===== src/rtl/renkon_linebuf_stride_pkg.sv =====
// rtl/renkon_linebuf_stride_pkg.sv - shared constants, FSM states and tap indexing for the stride line buffer
// Contents:
//   DEF_*    default widths and limits for the line buffer parameters
//   state_t  frame sequencer states
//   tap_idx  flat index of window tap (di, dj) in the output vector
package renkon_linebuf_stride_pkg;

    localparam int DEF_DWIDTH = 16;
    localparam int DEF_LWIDTH = 10;
    localparam int DEF_MAXFIL = 5;
    localparam int DEF_MAXIMG = 32;

    typedef enum logic [1:0] {
        S_IDLE  = 2'd0,
        S_CHECK = 2'd1,
        S_RUN   = 2'd2,
        S_DONE  = 2'd3
    } state_t;

    // Row-major tap numbering: (0,0) is the top-left pixel of the window.
    function automatic int tap_idx(input int maxfil, input int di, input int dj);
        return maxfil * di + dj;
    endfunction

endpackage


===== src/rtl/renkon_linebuf_mem.sv =====
// rtl/renkon_linebuf_mem.sv - single-port synchronous line memory, read-before-write
// Ports:
//   clk    clock
//   en     access enable; rdata updates only on enabled cycles
//   we     write enable (qualified by en)
//   addr   word address (pixel column)
//   wdata  word to store
//   rdata  word previously held at addr, registered
module renkon_linebuf_mem #(
    parameter int DWIDTH = 16,
    parameter int DEPTH  = 32,
    localparam int AW    = $clog2(DEPTH)
) (
    input  logic                     clk,
    input  logic                     en,
    input  logic                     we,
    input  logic [AW-1:0]            addr,
    input  logic signed [DWIDTH-1:0] wdata,
    output logic signed [DWIDTH-1:0] rdata
);

    logic signed [DWIDTH-1:0] mem [DEPTH];

    // Old contents come out while the new pixel of the same column goes in,
    // so one access per beat both retires and refills a line slot.
    always_ff @(posedge clk) begin
        if (en) begin
            rdata <= mem[addr];
            if (we) begin
                mem[addr] <= wdata;
            end
        end
    end

endmodule


===== src/rtl/renkon_linebuf_stride.sv =====
// rtl/renkon_linebuf_stride.sv - runtime F x F sliding-window line buffer with stride 1/2
// Ports:
//   clk, rst             clock, synchronous active-high reset
//   buf_req / buf_ack    frame start pulse (taken in S_IDLE) / idle indicator
//   img_size, fil_size   image edge N and filter edge F, latched on accepted buf_req
//   stride               window step (1 or 2), latched on accepted buf_req
//   in_valid, buf_input  raster-order pixel stream; consumed only while running
//   buf_valid            one-cycle pulse, 2 cycles after the window's bottom-right beat
//   buf_output           MAXFIL*MAXFIL taps, index MAXFIL*di+dj, unused taps 0
module renkon_linebuf_stride
    import renkon_linebuf_stride_pkg::*;
#(
    parameter int DWIDTH = DEF_DWIDTH,
    parameter int LWIDTH = DEF_LWIDTH,
    parameter int MAXFIL = DEF_MAXFIL,
    parameter int MAXIMG = DEF_MAXIMG
) (
    input  logic                     clk,
    input  logic                     rst,
    input  logic                     buf_req,
    output logic                     buf_ack,
    input  logic [LWIDTH-1:0]        img_size,
    input  logic [LWIDTH-1:0]        fil_size,
    input  logic [1:0]               stride,
    input  logic                     in_valid,
    input  logic signed [DWIDTH-1:0] buf_input,
    output logic                     buf_valid,
    output logic signed [DWIDTH-1:0] buf_output [MAXFIL*MAXFIL]
);

    localparam int AW   = $clog2(MAXIMG);
    localparam int NMEM = MAXFIL - 1;
    localparam int SELW = (NMEM > 1) ? $clog2(NMEM) : 1;

    state_t state, state_nx;

    logic [LWIDTH-1:0] n_q, f_q, fm1;
    logic [1:0]        stride_q;
    logic [LWIDTH-1:0] row, col;
    logic              ph_r, ph_c;
    logic [SELW-1:0]   sel;
    logic              draining;

    logic cfg_ok, consume, last_col, last_row, last_beat, emit_now, stride2;

    logic                     s1_valid, s1_emit, s1_last;
    logic signed [DWIDTH-1:0] s1_pix;
    logic [SELW-1:0]          s1_sel;

    logic signed [DWIDTH-1:0] rd     [NMEM];
    logic [LWIDTH-1:0]        rd_idx [MAXFIL];
    logic signed [DWIDTH-1:0] column [MAXFIL];
    logic signed [DWIDTH-1:0] win    [MAXFIL][MAXFIL];
    logic signed [DWIDTH-1:0] win_nx [MAXFIL][MAXFIL];

    assign fm1      = f_q - LWIDTH'(1);
    assign stride2  = (stride_q == 2'd2);
    assign cfg_ok   = (f_q >= LWIDTH'(1)) && (f_q <= LWIDTH'(MAXFIL)) &&
                      (n_q >= f_q) && (n_q <= LWIDTH'(MAXIMG)) &&
                      ((stride_q == 2'd1) || (stride_q == 2'd2));
    // Once the last pixel is in, further beats are refused until the frame closes.
    assign consume   = (state == S_RUN) && in_valid && !draining;
    assign last_col  = (col == n_q - LWIDTH'(1));
    assign last_row  = (row == n_q - LWIDTH'(1));
    assign last_beat = consume && last_col && last_row;
    // Phase bits are 0 on every stride-th row/column counted from F-1.
    assign emit_now  = consume && (row >= fm1) && (col >= fm1) && !ph_r && !ph_c;

    always_comb begin
        state_nx = state;
        case (state)
            S_IDLE:  if (buf_req) state_nx = S_CHECK;
            S_CHECK: state_nx = cfg_ok ? S_RUN : S_DONE;
            S_RUN:   if (s1_valid && s1_last) state_nx = S_DONE;
            S_DONE:  state_nx = S_IDLE;
            default: state_nx = S_IDLE;
        endcase
    end

    always_ff @(posedge clk) begin
        if (rst) begin
            state    <= S_IDLE;
            buf_ack  <= 1'b1;
            n_q      <= '0;
            f_q      <= '0;
            stride_q <= '0;
            row      <= '0;
            col      <= '0;
            ph_r     <= 1'b0;
            ph_c     <= 1'b0;
            sel      <= '0;
            draining <= 1'b0;
        end else begin
            state   <= state_nx;
            // Registered so the ack stays low through the first idle cycle.
            buf_ack <= (state == S_IDLE) && !buf_req;
            if (state == S_IDLE && buf_req) begin
                n_q      <= img_size;
                f_q      <= fil_size;
                stride_q <= stride;
                row      <= '0;
                col      <= '0;
                ph_r     <= 1'b0;
                ph_c     <= 1'b0;
                sel      <= '0;
                draining <= 1'b0;
            end else if (consume) begin
                if (last_beat) begin
                    draining <= 1'b1;
                end
                if (last_col) begin
                    col  <= '0;
                    ph_c <= 1'b0;
                    row  <= row + LWIDTH'(1);
                    ph_r <= (row >= fm1 && stride2) ? ~ph_r : 1'b0;
                    // Rotation spans only the F-1 lines the current filter needs.
                    if (LWIDTH'(sel) + LWIDTH'(1) >= fm1) begin
                        sel <= '0;
                    end else begin
                        sel <= sel + 1'b1;
                    end
                end else begin
                    col  <= col + LWIDTH'(1);
                    ph_c <= (col >= fm1 && stride2) ? ~ph_c : 1'b0;
                end
            end
        end
    end

    // Memory sel holds the oldest buffered row; it is overwritten by the current row.
    for (genvar k = 0; k < NMEM; k++) begin : g_line
        renkon_linebuf_mem #(
            .DWIDTH (DWIDTH),
            .DEPTH  (MAXIMG)
        ) u_mem (
            .clk   (clk),
            .en    (consume),
            .we    (consume && (sel == SELW'(k))),
            .addr  (col[AW-1:0]),
            .wdata (buf_input),
            .rdata (rd[k])
        );
    end

    always_ff @(posedge clk) begin
        if (rst) begin
            s1_valid <= 1'b0;
            s1_emit  <= 1'b0;
            s1_last  <= 1'b0;
            s1_pix   <= '0;
            s1_sel   <= '0;
        end else begin
            s1_valid <= consume;
            s1_emit  <= emit_now;
            s1_last  <= last_beat;
            s1_pix   <= buf_input;
            s1_sel   <= sel;
        end
    end

    // Window column, top to bottom: memories sel, sel+1, ... (mod F-1), then the live pixel.
    always_comb begin
        for (int di = 0; di < MAXFIL; di++) begin
            rd_idx[di] = LWIDTH'(s1_sel) + LWIDTH'(di);
            if (rd_idx[di] >= fm1) begin
                rd_idx[di] = rd_idx[di] - fm1;
            end
            column[di] = '0;
            if (LWIDTH'(di) < fm1) begin
                column[di] = rd[rd_idx[di][SELW-1:0]];
            end else if (LWIDTH'(di) == fm1) begin
                column[di] = s1_pix;
            end
        end
    end

    // Shift left by one column; the new column enters at dj = F-1, taps beyond F clear.
    always_comb begin
        for (int di = 0; di < MAXFIL; di++) begin
            for (int dj = 0; dj < MAXFIL; dj++) begin
                win_nx[di][dj] = '0;
            end
            for (int dj = 0; dj < MAXFIL - 1; dj++) begin
                if (LWIDTH'(dj) < fm1) begin
                    win_nx[di][dj] = win[di][dj+1];
                end
            end
            for (int dj = 0; dj < MAXFIL; dj++) begin
                if (LWIDTH'(dj) == fm1) begin
                    win_nx[di][dj] = column[di];
                end
            end
        end
    end

    always_ff @(posedge clk) begin
        if (rst) begin
            buf_valid <= 1'b0;
            for (int di = 0; di < MAXFIL; di++) begin
                for (int dj = 0; dj < MAXFIL; dj++) begin
                    win[di][dj] <= '0;
                    buf_output[tap_idx(MAXFIL, di, dj)] <= '0;
                end
            end
        end else begin
            buf_valid <= s1_valid && s1_emit;
            if (s1_valid) begin
                for (int di = 0; di < MAXFIL; di++) begin
                    for (int dj = 0; dj < MAXFIL; dj++) begin
                        win[di][dj] <= win_nx[di][dj];
                    end
                end
            end
            if (s1_valid && s1_emit) begin
                for (int di = 0; di < MAXFIL; di++) begin
                    for (int dj = 0; dj < MAXFIL; dj++) begin
                        buf_output[tap_idx(MAXFIL, di, dj)] <= win_nx[di][dj];
                    end
                end
            end
        end
    end

endmodule


===== config.mk =====
export PLATFORM = sky130hd
export DESIGN_NAME = renkon_linebuf_stride
export DESIGN_NICKNAME = d
export VERILOG_FILES = /design/src/rtl/renkon_linebuf_stride_pkg.sv /design/src/rtl/renkon_linebuf_mem.sv /design/src/rtl/renkon_linebuf_stride.sv
export SDC_FILE = /design/constraint.sdc
export NUM_CORES = 2
export LEC_CHECK = 0
export ABC_AREA = 0
export CORE_ASPECT_RATIO = 1.75
export CORE_MARGIN = 5
export CORE_UTILIZATION = 25
export CTS_CLUSTER_DIAMETER = 80
export DETAILED_ROUTE_END_ITERATION = 12
export DONT_BUFFER_PORTS = 1
export GPL_ROUTABILITY_DRIVEN = 0
export HOLD_SLACK_MARGIN = 0.05
export SKIP_CTS_REPAIR_TIMING = 1
export SLEW_MARGIN = 25
export SYNTH_ARGS = -nofsm -noshare
export SYNTH_HDL_FRONTEND = slang
export SYNTH_SLANG_ARGS = --single-unit

===== constraint.sdc =====
create_clock -name clk -period 13.1 [get_ports clk]
set_clock_uncertainty 0.2 [all_clocks]
set_input_delay 1.31 -clock clk [delete_from_list [all_inputs] [get_ports clk]]
set_output_delay 1.31 -clock clk [all_outputs]
set_load 0.02 [all_outputs]

==> results.yml <==
outcome:
  status: "finished, final reports clean"
min_path:
  min_to: "stride_q[0]"
  whs_path_depth: 2
  min_from: "stride_q[0]"
  hold_class: "reg -> reg"
timing:
  finalHoldViolations: 0
  timing.setup.tns_ns: 0
  max_freq_mhz: 173
  period_share_pct: 44.0
  tightest_slew_ns: 1.21
  rsz0062_at_grt: "no"
  drv_slew: 0
  finalSetupViolations: 0
  setup_ws_ns: 7.34
  period_needed_ns: 5.76
  slew_headroom_pct: 19.6
setup_path:
  cpPeakStageDelay_ns: 0.92
  arrival_ns: 6.37
  crit_top_cell: "buf_4"
  reg2reg_depth: 11
  r2r-start: "f_q[0]"
  cp.required_ns: 13.70
  path_cells: "inv_1 > ha_1 > nor4b_4 > a31oi_2 > or4_4 > buf_4 > a21o_2 > buf_4 > and2_2 > a22oi_1 > o21ai_1"
  critical_path_class: "reg -> reg"
  worstPathMaxFanout: 70
  cp-end-kind: "flop"
  r2r-end: "buf_output[360]"
  r2r_slack_ns: 7.34
  critPathLaunchType: "flop"
  cpMaxStageDelayCell: "and2_2"
synth:
  synth_commonest_cells: "edfxtp_1 (2432), mux4_2 (512), nor2_1 (502), dfxtp_1 (472), nand2_1 (449)"
  netlist_instances: 6717
  ys_warn_count: 0
  async_flop_share_pct: 0
  synth-simple-area-share_pct: 5.86
  synth_area_um2: 113000
  synthAdderAreaFrac_pct: 0.752
  synth_edf_count: 2432
  synth.area.mux_share_pct: 11.5
  synth_ff_type: "edfxtp_1"
  synthXorXnorAreaFrac_pct: 0.445
  synth_top_area_share_pct: 64.7
  ys_seq_area_share_pct: 73.1
  synth_compound_area_share_pct: 6.61
  yosysTopAreaCell: "edfxtp_1"
  yosysUniqueCellTypes: 79
  synth.most_common_cell: "edfxtp_1"
  synthesis.nets: 6823
  syn_avg_cell_area_um2: 16.8
  synth_top_family_by_area: "multiplexers"
  ys_ff_latch: 2904
  synth.area.top_cells: "edfxtp_1 (65%), mux4_2 (10%), dfxtp_1 (8.4%), a22oi_1 (2.6%), nor2_1 (1.7%)"
pwr:
  pwr_density_cell_nw_per_um2: 145
  vdd_drop_max_mv: 0.161
  p_leak_nw: 38.6
  power.total_mw: 18.6
grt:
  gr-usage-all-layers_pct: 14.8
  grt_first_pass_wirelength_um: 503000
  grt_pass1_vias: 63886
  antenna_found_initial: 21
  grt_remaining_overflow: 0
  grt_max_degree: 292
placement:
  hpwl_um: 237000
  io_buffers: 0
  pre_cts_slack_ns: 7.43
  place_area_um2: 120000
cells_and_area:
  area_growth_pct: 13.5
  layout.nets: 6802
  drive_gt1_share_pct: 17.4
  final_area_um2: 128000
clocking:
  clock_sinks: 2904
  cts_made_buffers: 235
  cts_tree: "built"
  clk_latency_ns: 0.91
  root_buffer: "clkbuf_16"
  clk_pin_slew_worst_paths_ns: 0.07
  htree_levels: 4
  cts_buffer_depth: 4
drt:
  first_iter_violations: 7528
  vias: 64218
  drtAntennaViolNets: 0
  wl_per_cell_um: 28.0
  firstDrtPassIters: 9
  drcViolationCount: 0
  routed_via_density: 5.02
  wirelength_um: 359000
floorplanning:
  die-height_um: 899
  die_w_um: 518
  num_rows: 326
  die_area_um2: 466000
  io_pins: 444
  start_util_pct: 25.1
  core_um2: 450000
job:
  cap_violations: 0
[kinds of logic (layout without fill, tap and decap cells)]
group / after synthesis / count (layout)
fa+ha+maj: 65 / 65
compound gates: 1084 / 1084
flops: 2904 / 2904
mux: 651 / 651
other cells: 0 / 10
simple gates: 1443 / 1443
buf+inv: 516 / 676
xor+xnor: 54 / 54
[layout by cell type, fill, tap and decap left out, types with 43 or more instances in the layout]
| master | n |
|---|---|
| a22oi_1 | 385 |
| mux2i_1 | 124 |
| edfxtp_1 | 2432 |
| dfxtp_1 | 470 |
| clkinv_2 | 45 |
| nor4_1 | 43 |
| a311oi_1 | 45 |
| o21ai_1 | 232 |
| mux4_2 | 512 |
| nor2_1 | 482 |
| ha_1 | 59 |
| nand4_1 | 70 |
| nand3_1 | 120 |
| a21oi_1 | 117 |
| nand2_1 | 440 |
| a211oi_1 | 92 |
| and3_1 | 72 |
| clkbuf_16 | 240 |
| buf_4 | 213 |
| nor3_1 | 65 |
[area by class of cell]
class                           instances  area, um^2
Fill cell                           44589      322000
Sequential cell                      2904       82500
Timing Repair Buffer                  221        1760
Inverter                               37         139
Clock inverter                        129        1410
Clock buffer                          289        6290
Tap cell                             5904        7390
Multi-Input combinational cell       3297       28600
Antenna cell                           10        25.0
[where the power goes]
group	total, mW	leakage (nW)	internal [mW]	switching, mW
Sequential	10.3	26.1	10.1	0.149
Clock	7.24	3.79	3.92	3.33
Combinational	1.07	8.70	0.392	0.676
Total	18.6	38.6	14.4	4.15
[through the flow]
step / utilization [%] / std cells / hold WS, ns
final: 28.4 / 12791 / 0.264
after floorplan: - / 6717 / 0.231
after global placement: 26.7 / 12360 / 0.250
after global routing: 28.4 / 12782 / 0.295
after detailed placement: 26.7 / 12360 / 0.259
after CTS: 28.4 / 12778 / 0.268
[how the worst max path moves through the flow]
stage / from / to / slack [ns] / cells past startpoint
final: f_q[0] / buf_output[360] / 7.34 / 11
after global placement: col[1] / g_line[1].u_mem.mem[31][4] / 7.58 / 6
after floorplan: rst / win[0][0] / 6.36 / 4
after CTS: f_q[0] / buf_output[200] / 7.41 / 11
after detailed placement: f_q[0] / buf_output[356] / 7.43 / 11
after global routing: f_q[0] / buf_output[360] / 7.09 / 11
[layer usage]
metal  part of all wire (%)  vias to the layer above  wire length [um]  track usage, %
li1                       -                    26604                 -               -
met1                     32                    33424            116000            15.4
met2                     51                     3257            184000            26.7
met3                    8.2                      925             29500            3.35
met4                    8.0                        8             28800            9.67
met5                  0.013                        -                48               0
[state kept, by name, summed over array words and instances (netlist names), 2 cells and up]
name and cells:
row 10, buf_output 400, g_line.u_mem.mem 2048, stride_q 2, col 10, f_q 10
win 320, s1_sel 2, g_line.u_mem.rdata 64, sel 2, state 2, n_q 10
s1_pix 16
[critical path: cells and delay by family (launching register included)]
kind            cells  cell delay, ns
compound gates      4            1.12
flops               1            0.66
fa+ha+maj           1            0.42
simple gates        3            1.49
buf+inv             3            1.59
(Power assumes the default switching activity.)
